### src/rtl/captura_pkg.sv
// captura_pkg: shared state encoding and default operand width for the serial capture block
package captura_pkg;
  localparam int ANCHO_DEF = 8;
  typedef enum logic [1:0] {CAP_A = 2'd0, CAP_B = 2'd1, CAP_C = 2'd2, PRESENT = 2'd3} estado_t;
endpackage

### src/rtl/registro_desplazamiento.sv
// registro_desplazamiento: LSB-first serial-in/parallel-out shift register with enable and clear
module registro_desplazamiento #(
  parameter int ANCHO = 8
) (
  input  logic             clk,
  input  logic             rst,
  input  logic             clr_i,
  input  logic             en_i,
  input  logic             d_i,
  output logic [ANCHO-1:0] q_o
);
  logic [ANCHO-1:0] q_q;
  // new bits enter at the top so the first of ANCHO bits ends up in bit 0
  always_ff @(posedge clk or posedge rst)
    if (rst) q_q <= '0;
    else if (clr_i) q_q <= '0;
    else if (en_i) q_q <= (ANCHO > 1) ? {d_i, q_q[ANCHO-1:1]} : ANCHO'(d_i);
  assign q_o = q_q;
endmodule

### src/rtl/captura_serial.sv
// captura_serial: gathers A, B and carry-in from a serial stream and presents them to an adder
module captura_serial
  import captura_pkg::*;
#(
  parameter int ANCHO = ANCHO_DEF
) (
  input  logic             clk,
  input  logic             rst,
  input  logic             din,
  input  logic             din_valid,
  output logic             din_ready,
  input  logic             inicio,
  output logic [ANCHO-1:0] a,
  output logic [ANCHO-1:0] b,
  output logic             cin,
  output logic             op_valid,
  input  logic             op_ready
);
  localparam int CW = $clog2(ANCHO + 1);
  estado_t          state_q;
  logic [CW-1:0]    cnt_q;
  logic [ANCHO-1:0] a_q, b_q, sa, sb;
  logic             cin_q, op_valid_q, acc, ultimo;
  assign din_ready = (state_q != PRESENT);
  assign acc       = din_valid & din_ready & ~inicio;
  assign ultimo    = (cnt_q == CW'(ANCHO - 1));
  registro_desplazamiento #(.ANCHO(ANCHO)) u_ra (
    .clk(clk), .rst(rst), .clr_i(inicio), .en_i(acc && state_q == CAP_A), .d_i(din), .q_o(sa)
  );
  registro_desplazamiento #(.ANCHO(ANCHO)) u_rb (
    .clk(clk), .rst(rst), .clr_i(inicio), .en_i(acc && state_q == CAP_B), .d_i(din), .q_o(sb)
  );
  // frame sequencing; operand outputs load only when PRESENT is entered
  always_ff @(posedge clk or posedge rst)
    if (rst) begin
      state_q    <= CAP_A;
      cnt_q      <= '0;
      a_q        <= '0;
      b_q        <= '0;
      cin_q      <= 1'b0;
      op_valid_q <= 1'b0;
    end else if (inicio) begin
      state_q    <= CAP_A;
      cnt_q      <= '0;
      op_valid_q <= 1'b0;
    end else if (acc && (state_q == CAP_A || state_q == CAP_B)) begin
      cnt_q <= ultimo ? '0 : cnt_q + 1'b1;
      if (ultimo) state_q <= (state_q == CAP_A) ? CAP_B : CAP_C;
    end else if (acc && state_q == CAP_C) begin
      a_q        <= sa;
      b_q        <= sb;
      cin_q      <= din;
      op_valid_q <= 1'b1;
      state_q    <= PRESENT;
    end else if (state_q == PRESENT && op_ready) begin
      state_q    <= CAP_A;
      cnt_q      <= '0;
      op_valid_q <= 1'b0;
    end
  assign a        = a_q;
  assign b        = b_q;
  assign cin      = cin_q;
  assign op_valid = op_valid_q;
endmodule

### config.mk
export PLATFORM = sky130hd
export DESIGN_NAME = captura_serial
export DESIGN_NICKNAME = d
export VERILOG_FILES = /design/src/rtl/captura_pkg.sv /design/src/rtl/registro_desplazamiento.sv /design/src/rtl/captura_serial.sv
export SDC_FILE = /design/constraint.sdc
export NUM_CORES = 1
export LEC_CHECK = 0
export ABC_AREA = 1
export ABC_CLOCK_PERIOD_IN_PS = 1600
export CORE_AREA = 2 2 53 75
export CTS_CLUSTER_DIAMETER = 100
export DETAILED_ROUTE_END_ITERATION = 6
export DIE_AREA = 0 0 55 77
export PLACE_DENSITY = 0.77
export SYNTH_ARGS = -nofsm -noshare
export SYNTH_HDL_FRONTEND = slang
export SYNTH_SLANG_ARGS = --single-unit
### constraint.sdc
create_clock -name clk -period 1.6 [get_ports clk]
set_input_delay 0.32 -clock clk [delete_from_list [all_inputs] [get_ports clk]]
set_output_delay 0.32 -clock clk [all_outputs]
set_load 0.03 [all_outputs]
Word level (Yosys, flattened, before mapping)

Index checks and enable logic that the tools add are counted.

Register bits after elaboration: 40
Input port bits: 6
Output and inout bits: 19

$add $sub $neg: 1
Equality and inequality tests: 8
Muxes and demuxes: 19
Bitwise operators: 4
Reduce and logical (&&, ||, !) cells: 16

Operators with widths:

| kind                  | number |
|---|---|
| $mux W8               | 4 |
| $mux W4               | 5 |
| $mux W2               | 6 |
| $ne A3 B3 Y1 const B  | 2 |
| $reduce_and A2 Y1     | 3 |
| $reduce_bool A3 Y1    | 2 |
| $logic_and A1 B1 Y1   | 5 |
| $add A4 B1 Y4 const B | 1 |
| $eq A2 B2 Y1 const B  | 2 |
| $eq A4 B3 Y1 const B  | 1 |
| $mux W1               | 4 |
| $ne A2 B2 Y1 const B  | 2 |
| $reduce_bool A2 Y1    | 2 |
| $reduce_bool A4 Y1    | 1 |
| $reduce_and A3 Y1     | 1 |
| $and A1 B1 Y1         | 2 |
| $eq A2 B1 Y1 const B  | 1 |
| $logic_not A2 Y1      | 1 |
| $not A1 Y1            | 2 |
| $logic_or A1 B1 Y1    | 1 |

Longest topological paths before layout

Word-level depth: 7
Mapped depth: 7

Modules after synthesis

A second synthesis with hierarchy kept.

Cell total of the unflattened synthesis: 194
Area, all modules: 1739.2 µm²

Modules (own cells, without submodules):

| module                  | instances | cells an instance | area an instance (µm²) | sequential area each (µm²) |
|---|---|---|---|---|
| captura_serial          | 1         | 122               | 1061.0                 | 600.6 |
| registro_desplazamiento | 2         | 36                | 339.1                  | 200.2 |

Worst setup path after synthesis

No wires, ideal clock.

Kind: register -> register
Start: register state_q[1]
End: register b_q[0] (netlist: b[0])
Setup time: 0.118 ns
Arrival: 0.985 ns
Data required time: 1.482 ns
Slack: 0.498 ns
Cell stages (with the launch flop): 7
Cells stage by stage: dfrtp_1 -> inv_2 -> nor2_2 -> nand2_4 -> buf_6 -> nand2_2 -> o21ai_2

Cells in the longest elaborated chain, start to end: 6
Elaborated cells on any way between the ends: 11

Ends and longest elaborated chain:

| what                                   | line                 | RTL |
|---|---|---|
| from (decl)                            | captura_serial.sv:20 | `estado_t state_q;` |
| from (signal assigned)                 | captura_serial.sv:48 | `if (ultimo) state_q <= (state_q == CAP_A) ? CAP_B : CAP_C;` |
| $ne A2 B2 Y1                           | captura_serial.sv:24 | `assign din_ready = (state_q != PRESENT);` |
| $and A1 B1 Y1 (2 in a row)             | captura_serial.sv:25 | `assign acc = din_valid & din_ready & ~inicio;` |
| $logic_and A1 B1 Y1                    | captura_serial.sv:46 | `end else if (acc && (state_q == CAP_A \|\| state_q == CAP_B)) begin` |
| $not A1 Y1 (no source line)            | --                   |  |
| $reduce_and A3 Y1 (no source line) (*) | --                   |  |
| to (signal assigned)                   | captura_serial.sv:39 | `b_q <= '0;` |
| to (signal assigned)                   | captura_serial.sv:51 | `b_q <= sb;` |
| to (decl)                              | captura_serial.sv:22 | `logic [ANCHO-1:0] a_q, b_q, sa, sb;` |

Mark *: on every way between the ends. The rest lies on a longest branch, timed or not.
A chain may end at the register's enable or synchronous reset.

Worst setup path in the final report

Start: register state_q[0]
End: output port din_ready

Cells in the longest elaborated chain, start to end: 1

Ends and longest elaborated chain:

| what         | line                 | RTL |
|---|---|---|
| $ne A2 B2 Y1 | captura_serial.sv:24 |  |
| to (decl)    | captura_serial.sv:11 | `output logic din_ready,` |

Every way passes these cells.

==> reports/qor_table.md <==
| Group | Metric | Reported |
|---|---|---|
| global route | Overall routing resource usage | 0.166 |
| detailed routing | Number of nets with antenna violations after detailed routing | 0 |
| timing | Endpoints failing hold | 0 |
| timing | Worst setup slack after layout | 167 ps |
| global route | Grt met2 use | 0.271 |
| global route | Antenna violations before repair | 0 |
| finish | Core Util, Final | 0.609 |
| synthesis | Largest cells by area after synthesis | dfrtp_1 58%, o21ai_2 9.1%, nand2_1 7.8% |
| critical path | Required time of the critical path | 1280 ps |
| critical path | Signal arrival time at the worst endpoint | 1110 ps |
| timing | Period utilisation layout | 0.896 |
| synthesis | Number of distinct library cells after synthesis | 22 |
| timing | Layout Skew | 4.06 ps |
| floorplan | Initial core utilization | 0.484 |
| global route | Global-route layer with the greatest usage | met2 |
| critical path | Worst Setup End Kind | output pin |
| critical path | Maximum net fanout on the critical path | 6 |
| timing | Minimum clock period | 1430 ps |
| global route | Global-route wire length before repair | 5180 um |
| clocking | Clock latency reported for the late side of the worst-skew pair | 290 ps |
| clocking | H-tree lvl count | 2 |
| global route | Met3 capacity usage during global routing | 0.0409 |
| floorplan | X dimension of the die | 55 um |
| global route | Largest net degree at the start of global routing | 41 |
| finish | Number of diodes added for antenna fixing | 0 |
| clocking | Master cell of the clock root buffer | clkbuf_8 |
| finish | Area delta synth->final | 25.7% |
| synthesis | Yosys reg bits | 40 |
| placement | Number of buffers added on ports | 24 |
| synthesis | Synthesized instance count | 172 |
| synthesis | Share of synthesized area occupied by flip-flops and latches | 0.578 |
| critical path | Worst Setup Start Kind | flop |
| detailed routing | Total number of vias | 1,229 |
| global route | Number of global-route vias before repair | 1,187 |
| synthesis | Post-synthesis instance area | 1730 um^2 |
| synthesis | Library cell occupying the most area in the post-synthesis netlist | dfrtp_1 |
| timing | Transition time of the tightest slew-check pin | 312 ps |
| placement | Placer congestion estimate | 0.826 |
| detailed routing | Final routed DRC violation total | 0 |
| clocking | Clock tree sinks | 40 |
| timing | TNS Setup | 0 ps |
| critical path | Critical Path Max Stage Delay | 500 ps |
| critical path | CP max-delay cell | dfrtp_1 |
| global route | Fraction of met1 tracks used by global routing | 0.202 |
| synthesis | Nets in the synthesized netlist | 179 |
| run | Max-cap viol count | 0 |
| clocking | CTS clock-pin slew for the worst setup and hold paths | 70 ps |
| timing | Unrepaired setup endpoints after global routing | no |
| floorplan | Die Footprint | 4240 um^2 |
| clocking | Maximum buffer depth of the clock tree | 2 |
| detailed routing | First drt pass iteration count | 4 |
| critical path | Critical Path Start | state_q[0]$_DFFE_PP0P_ |
| timing | Number of pins exceeding their max-slew limit in the final report | 0 |
| pwr | Power Density | 1020 nW/um^2 |
| detailed routing | Vias per cell | 4.94 |
| floorplan | # rows | 26 |
| placement | Pre-CTS setup slack | -57.5 ps |
| critical path | Reg2Reg Launch Point | state_q[1]$_DFFE_PP0P_ |
| finish | Fraction of final layout cells with drive strength greater than 1 | 0.222 |
| detailed routing | Routed wire length | 2960 um |
| synthesis | Avg Synthesized Cell Area | 10.1 um^2 |
| finish | Number of nets in the layout | 213 |
| floorplan | Core Area | 3580 um^2 |
| detailed routing | Routed wire per std cell | 11.9 um |
| global route | Residual overflow from global routing | 0 |
| floorplan | Die height | 77 um |
| floorplan | Number of primary I/O pins | 25 |
| clocking | Clock tree from TritonCTS | yes |
| synthesis | Fraction of synthesized cell area taken by the top area cell type | 0.578 |
| pwr | Leakage power of the design | 0.00110 uW |
| timing | Count of final setup violators | 0 |
| clocking | Total CTS buffers | 5 |
| pwr | Peak ir drop on the vdd network | 0.744 mV |
| detailed routing | DRT iter0 DRCs | 31 |
| placement | Placed wire-length estimate after detailed placement | 2050 um |
| timing | Tightest slew margin relative to the limit | 0.792 |
| critical path | Category of the critical setup timing path | reg2out |
| critical path | Critical Path, Cell by Cell | nand2_1 > buf_4 |
| pwr | Final Total Pwr | 2210 uW |
| worst hold path | Tightest Hold Check Type | in2async |
| timing | Max frequency | 698 MHz |
| synthesis | YS warnings | 0 |
| outcome | Run status | finished, final reports clean |
==> cells by family after synthesis <==
family | share of synthesized area
buffers and inverters | 0.0744
flip-flops | 0.578
adder cells (fa/ha/maj) | 0.00722
XOR/XNOR | 0.00506
AO/OA/AOI/OAI | 0.152
AND/OR/NAND/NOR | 0.184
==> registers in the layout, indices dropped and copies added, names as in the netlist <==
register,cells
cnt_q,4
cin,1
op_valid,1
u_ra.q_o,8
a,8
b,8
state_q,2
u_rb.q_o,8
==> critical path, delay by kind of cell (launching register included) <==
kind	cells	cell delay, ps
buffers and inverters	1	190
flip-flops	1	500
AND/OR/NAND/NOR	1	140
==> Yosys cell counts (all sizes together) <==
cell type	number
a21oi	1
buf	4
dfrtp	40
ha	1
inv	24
nand2	40
nand3	15
nand4	1
nor2	8
o21ai	28
o22ai	8
or2	1
xor2	1
==> path summary, 6_finish.rpt <==
path	slack, ps	to	cells past startpoint
max	170	din_ready	2
min	380	a[2]$_DFFE_PP0P_	3
max reg2reg	330	u_rb.q_o[3]$_DFFE_PP0P_	4
min reg2reg	480	b[7]$_DFFE_PP0P_	2
max in group asynchronous	1020	cnt_q[0]$_DFFE_PP0P_	3
min in group clk	480	b[7]$_DFFE_PP0P_	2
==> layout by cell type, fill, tap and decap left out, drive strengths merged <==
| cell | Yosys | routed |
|---|---|---|
| inv | 24 | 24 |
| nand2 | 40 | 40 |
| dlygate4sd2 | 0 | 18 |
| nor2 | 8 | 8 |
| nand4 | 1 | 1 |
| dfrtp | 40 | 40 |
| o21ai | 28 | 28 |
| bufinv | 0 | 1 |
| buf | 4 | 8 |
| nand3 | 15 | 15 |
| xor2 | 1 | 1 |
| ha | 1 | 1 |
| a21oi | 1 | 1 |
| clkdlybuf4s50 | 0 | 5 |
| or2 | 1 | 1 |
| clkbuf | 0 | 7 |
| o22ai | 8 | 8 |
==> routing by layer <==
| layer | vias to the layer above | wire, um |
|---|---|---|
| li1 | 622 | - |
| met1 | 577 | 1300 |
| met2 | 24 | 1520 |
| met3 | 6 | 93 |
| met4 | 0 | 51 |
| met5 | - | 0 |
==> layout make-up <==
cell class / count / area [um^2]
timing repair buffer: 31 / 305
inverter: 24 / 90.1
clock buffer: 7 / 96.3
sequential: 40 / 1000
fill: 315 / 1400
tap: 42 / 52.6
clock inverter: 1 / 30.0
multi-input combinational: 104 / 603
==> what timing repair did <==
item                       4_1_cts  5_1_grt
setup buffers                    0        0
hold buffers                     0        0
resized for setup               18        0
setup endpoints to repair       18        0
==> power by group <==
group | total, uW | internal, uW | switching [uW]
combinational | 252 | 87.2 | 164
clock | 888 | 550 | 337
sequential | 1070 | 1050 | 27.3
==> stage by stage <==
stage	cell area, um^2	instances	hold WS, ps
global route	2180	249	404
global placement	2070	241	464
floorplan	1730	172	467
CTS	2180	249	395
finish	2180	249	381
detailed placement	2070	241	467
Power figures use the tool's default switching activity.
